[config.mk]
export PLATFORM = sky130hd
export DESIGN_NAME = matmul_accum_array
export DESIGN_NICKNAME = d
export VERILOG_FILES = /design/src/rtl/matmul_accum_array.sv
export SDC_FILE = /design/constraint.sdc
export NUM_CORES = 2
export LEC_CHECK = 0
export CORE_MARGIN = 4
export CORE_UTILIZATION = 55
export CTS_BUF_LIST = sky130_fd_sc_hd__clkbuf_4
export DETAILED_ROUTE_END_ITERATION = 7
export MAX_ROUTING_LAYER = met4
export PLACE_DENSITY = 0.72
export SYNTH_ARGS = -nofsm -noshare
export SYNTH_HDL_FRONTEND = slang
export SYNTH_SLANG_ARGS = --single-unit
[constraint.sdc]
create_clock -name clk_i -period 7.1 [get_ports clk_i]
set_input_delay 1.42 -clock clk_i [delete_from_list [all_inputs] [get_ports clk_i]]
set_output_delay 1.42 -clock clk_i [all_outputs]
set_load 0.03 [all_outputs]
[src/rtl/matmul_accum_array.sv]
// MAC_NUM signed MAC lanes sharing one broadcast weight per beat; dot products are
// accumulated over k_len beats, shifted, saturated and offered on a valid/ready port.
module matmul_accum_array #(
  parameter int unsigned DATA_WIDTH   = 8,
  parameter int unsigned WEIGHT_WIDTH = 8,
  parameter int unsigned OUTPUT_WIDTH = 16,
  parameter int unsigned MAC_NUM      = 8,
  parameter int unsigned ACC_WIDTH    = 32,
  parameter int unsigned K_WIDTH      = 9,
  parameter int unsigned SHIFT_WIDTH  = 5
) (
  input  logic                             clk_i,
  input  logic                             rstn_i,
  input  logic                             en_i,
  input  logic                             start_i,
  input  logic [K_WIDTH-1:0]               k_len_i,
  input  logic [SHIFT_WIDTH-1:0]           shift_i,
  output logic                             busy_o,
  input  logic                             valid_i,
  output logic                             ready_o,
  input  logic [DATA_WIDTH*MAC_NUM-1:0]    din_i,
  input  logic [WEIGHT_WIDTH-1:0]          win_i,
  output logic                             valid_o,
  input  logic                             ready_i,
  output logic [OUTPUT_WIDTH*MAC_NUM-1:0]  matmul_o,
  output logic [MAC_NUM-1:0]               sat_o
);

  localparam int unsigned PROD_W = DATA_WIDTH + WEIGHT_WIDTH;

  localparam logic signed [ACC_WIDTH-1:0] SAT_MAX =
    {{(ACC_WIDTH-OUTPUT_WIDTH+1){1'b0}}, {(OUTPUT_WIDTH-1){1'b1}}};
  localparam logic signed [ACC_WIDTH-1:0] SAT_MIN =
    {{(ACC_WIDTH-OUTPUT_WIDTH+1){1'b1}}, {(OUTPUT_WIDTH-1){1'b0}}};
  localparam logic [OUTPUT_WIDTH-1:0] OUT_MAX = {1'b0, {(OUTPUT_WIDTH-1){1'b1}}};
  localparam logic [OUTPUT_WIDTH-1:0] OUT_MIN = {1'b1, {(OUTPUT_WIDTH-1){1'b0}}};

  typedef enum logic [1:0] {
    S_IDLE   = 2'd0,
    S_ACCUM  = 2'd1,
    S_OUTPUT = 2'd2
  } state_t;

  state_t                           r_state;
  logic signed [ACC_WIDTH-1:0]      r_acc [MAC_NUM];
  logic [K_WIDTH-1:0]               r_cnt;
  logic [K_WIDTH-1:0]               r_klen;
  logic [SHIFT_WIDTH-1:0]           r_shift;
  logic [OUTPUT_WIDTH*MAC_NUM-1:0]  r_matmul;
  logic [MAC_NUM-1:0]               r_sat;

  logic signed [ACC_WIDTH-1:0]      w_acc_nxt [MAC_NUM];
  logic [OUTPUT_WIDTH*MAC_NUM-1:0]  w_res;
  logic [MAC_NUM-1:0]               w_sat;
  logic                             w_last;

  // Per-lane MAC plus the shift/saturate path, evaluated on the next accumulator value
  // so the final beat's result can be registered directly into the output stage.
  for (genvar g = 0; g < MAC_NUM; g++) begin : g_lane
    logic signed [PROD_W-1:0]    w_prod;
    logic signed [ACC_WIDTH-1:0] w_t;

    assign w_prod = PROD_W'($signed(din_i[g*DATA_WIDTH +: DATA_WIDTH]))
                  * PROD_W'($signed(win_i));
    assign w_acc_nxt[g] = r_acc[g] + ACC_WIDTH'(w_prod);
    assign w_t = w_acc_nxt[g] >>> r_shift;

    assign w_res[g*OUTPUT_WIDTH +: OUTPUT_WIDTH] =
      (w_t > SAT_MAX) ? OUT_MAX :
      (w_t < SAT_MIN) ? OUT_MIN : w_t[OUTPUT_WIDTH-1:0];
    assign w_sat[g] = (w_t > SAT_MAX) || (w_t < SAT_MIN);
  end

  assign w_last = (r_cnt == r_klen - K_WIDTH'(1));

  // Control FSM, accumulators and output registers; en_i low freezes everything.
  always_ff @(posedge clk_i or negedge rstn_i) begin
    if (!rstn_i) begin
      r_state  <= S_IDLE;
      r_cnt    <= '0;
      r_klen   <= '0;
      r_shift  <= '0;
      r_matmul <= '0;
      r_sat    <= '0;
      for (int i = 0; i < MAC_NUM; i++) r_acc[i] <= '0;
    end else if (en_i) begin
      case (r_state)
        S_IDLE: begin
          if (start_i && (k_len_i != '0)) begin
            r_klen  <= k_len_i;
            r_shift <= shift_i;
            r_cnt   <= '0;
            for (int i = 0; i < MAC_NUM; i++) r_acc[i] <= '0;
            r_state <= S_ACCUM;
          end
        end
        S_ACCUM: begin
          if (valid_i) begin
            for (int i = 0; i < MAC_NUM; i++) r_acc[i] <= w_acc_nxt[i];
            r_cnt <= r_cnt + K_WIDTH'(1);
            if (w_last) begin
              r_matmul <= w_res;
              r_sat    <= w_sat;
              r_state  <= S_OUTPUT;
            end
          end
        end
        S_OUTPUT: begin
          if (ready_i) r_state <= S_IDLE;
        end
        default: r_state <= S_IDLE;
      endcase
    end
  end

  assign busy_o   = (r_state != S_IDLE);
  assign ready_o  = (r_state == S_ACCUM) && en_i;
  assign valid_o  = (r_state == S_OUTPUT) && en_i;
  assign matmul_o = r_matmul;
  assign sat_o    = r_sat;

endmodule
==> impl_metrics.tcl <==
set metrics [dict create \
    cp.arrival_ns 8.63 \
    outcome "finished with violations" \
    drive_gt1_share_pct 35.9 \
    dpl_cell_area_um2 95600 \
    htree_num_levels 4 \
    layout.cells.non_filler 12681 \
    yosysWarningCount 0 \
    worstHoldPathType "in -> async" \
    drt-pass1-iter-count 8 \
    synthTopCellsByCount "fa_1, nand2_1, inv_1, nor2_1, ha_1" \
    grt_pass1_wl_um 497000 \
    maxSlewViolCount 0 \
    track_usage_pct 45.8 \
    synth_ff_type "dfrtp_1" \
    rsz0062_at_grt "true" \
    drt-initial-drc-count 9894 \
    reg2reg_depth 27 \
    endpoint "matmul_o[100]" \
    async_flop_share_pct 100 \
    synth_most_common_cell "fa_1" \
    hold_ws_ns 0.165 \
    synth_edf_count 0 \
    die_h_um 381 \
    period_minus_slack_ns 7.46 \
    rows 136 \
    antenna_found_initial 18 \
    ys_ff_latch 417 \
    clock-skew-final_ns 0.118 \
    cts_root_buf "clkbuf_4" \
    grt_pass1_vias 83761 \
    area_growth_pct 42.3 \
    violations "design-rule violations, negative setup slack" \
    timing.slew.headroom_pct 14.5 \
    final_antenna_net_count 0 \
    netlist_instances 8552 \
    path_class "in -> reg" \
    yosysUniqueCellTypes 110 \
    clock-sinks 417 \
    end_kind "register" \
    crit_required_ns 8.26 \
    grt_max_degree 136 \
    critPathMaxFanout 7 \
    dp.cells 11975 \
    fin_area_um2 109000 \
    drc 3 \
    hold_violations 0 \
    numCtsBuffers 141 \
    rr_endpoint "matmul_o[100]" \
    nets 12510 \
    critPathTopFamily "adder cells" \
    setup_viol 132 \
    fp.coreArea_um2 138000 \
    vias 82148 \
    reg2reg_from "r_acc[38]" \
    yosysSeqAreaShare_pct 13.7 \
    die_area_um2 145000 \
    slowest_delay_ns 0.60 \
    yosysTopAreaCell "fa_1" \
    via_per_inst 6.48 \
    critPathBufInv 9 \
    fin_crit_sh_pct 105 \
    cp.depth 31 \
    post_drt_wl_per_cell_um 27.0 \
    routed_wl_um 343000 \
    worst_skew_pair.late_latency_ns 1.27 \
    dp_hpwl_um 237000 \
    synthTopCellsByArea "fa_1, dfrtp_1, ha_1, nand2_1, inv_1" \
    maxCapViolCount 0 \
    syn_nets 10294 \
    clock_path_buffers 3 \
    setup_slack_ns -0.361 \
    overflow 0 \
    cts_tree "yes" \
    cts_hold_buf 0 \
    crit_path_start_kind "input port" \
    worst_pin_slew_ns 1.28 \
    gp_congestion 1.08 \
    rrSetupSlack_ns -0.05 \
    syn_area_per_cell_um2 8.93 \
    yosysTopAreaCellShare_pct 28.5 \
    die_w_um 381 \
    num_io_pins 231 \
    critPathSlowestCell "fa_2" \
    start_util_pct 55.5 \
    fmax_mhz 134 \
    setup.worst_path.start "win_i[6]" \
    clk_pin_slew_ns 0.06 \
    synth.cell_area_um2 76400 \
    numPortBuffers 230 \
]
[stage by stage]
step                      setup TNS (ns)  util, %  worst slack (ns)
final                             -29.27     79.0            -0.361
after global routing              -40.37     79.0            -0.460
after CTS                         -0.110     75.6           -0.0742
after detailed placement         -247.01     69.5             -2.03
after global placement           -231.13     69.5             -1.87
after floorplan                  -113.64        -             -1.14
[area by class of cell]
| type | instances | area [um^2] |
|---|---|---|
| multi-input combinational | 6851 | 68900 |
| fill | 8674 | 28900 |
| timing repair buffer | 2560 | 22300 |
| sequential | 417 | 10500 |
| inverter | 796 | 3080 |
| tap | 1794 | 2240 |
| clock buffer | 191 | 1430 |
| clock inverter | 43 | 294 |
| antenna | 28 | 70.1 |
| timing repair inverter | 1 | 7.51 |
[kinds of logic after synthesis]
kind of cell / after synthesis / synth area share [%]
AOI/OAI and AO/OA: 2206 / 19.3
muxes: 338 / 5.42
adders and majority gates: 1650 / 37.7
buffers and inverters: 1289 / 6.49
DFF: 417 / 13.7
xor gates and xnor gates: 258 / 3.02
and+or+nand+nor: 2394 / 14.4
[cells in the final DEF, fill, tap and decap left out, types with 50 or more instances in the layout]
cell type | synthesis | routed
buf_4 | 4 | 2075
fa_1 | 1088 | 1033
nand2_1 | 916 | 839
inv_1 | 794 | 744
nor2_1 | 629 | 586
dfrtp_1 | 417 | 412
a21oi_1 | 544 | 374
o21ai_0 | 494 | 366
ha_1 | 562 | 358
and2_1 | 309 | 272
clkbuf_4 | 0 | 193
ha_4 | 0 | 190
mux2i_1 | 196 | 177
clkdlybuf4s50_1 | 0 | 165
a21oi_2 | 5 | 145
a22o_1 | 140 | 140
xnor2_1 | 157 | 136
a211oi_1 | 155 | 120
o211ai_1 | 115 | 115
buf_12 | 0 | 115
nand3_1 | 118 | 102
buf_6 | 5 | 102
a21o_1 | 82 | 81
o21ai_1 | 22 | 81
xor2_1 | 98 | 74
nand4_1 | 69 | 69
mux2_2 | 90 | 67
o22ai_1 | 74 | 61
o21ai_2 | 1 | 58
fa_2 | 0 | 55
nand2_2 | 0 | 52
mux4_2 | 50 | 50
[worst min-delay path by stage]
stage	cells past startpoint	end	slack [ns]	start
3_3_place_gp	2	r_acc[159]	0.49	r_acc[159]
6_report	1	r_klen[4]	0.16	rstn_i
3_5_place_dp	1	matmul_o[127]	0.48	matmul_o[127]
4_1_cts	1	r_acc[161]	0.15	rstn_i
2_1_floorplan	2	r_klen[8]	0.47	r_klen[8]
5_1_grt	1	r_klen[4]	0.18	rstn_i
[worst register-to-register path: cells and delay by family, from the launching register on]
family                     cells  cell delay, ns
adders and majority gates      6            2.76
AOI/OAI and AO/OA             10            2.46
buffers and inverters          7            0.87
and+or+nand+nor                3            0.56
DFF                            1            0.34
muxes                          1            0.13
[timing repair]
item	CTS	global route
endpoints found under the setup margin	131	132
resized for setup	842	670
pin swaps	346	367
cloned	26	5
hold endpoints to repair	0	0
buffers inserted	260	172
[per-layer routing]
metal	up-vias	track usage, %	routed length (um)
met4	0	31.0	32000
met1	40516	54.6	121000
li1	34176	-	-
met2	5545	68.9	152000
met5	-	-	0
met3	1911	11.3	37700
[sequential cells by signal (all words and copies together), names as in the netlist]
| name | flops |
|---|---|
| matmul_o | 128 |
| r_acc | 256 |
| r_cnt | 9 |
| r_klen | 9 |
| r_shift | 5 |
| r_state | 2 |
| sat_o | 8 |
Power is not shown: default switching activity piles up to over one toggle a cycle in this logic, so the estimate is an artifact.
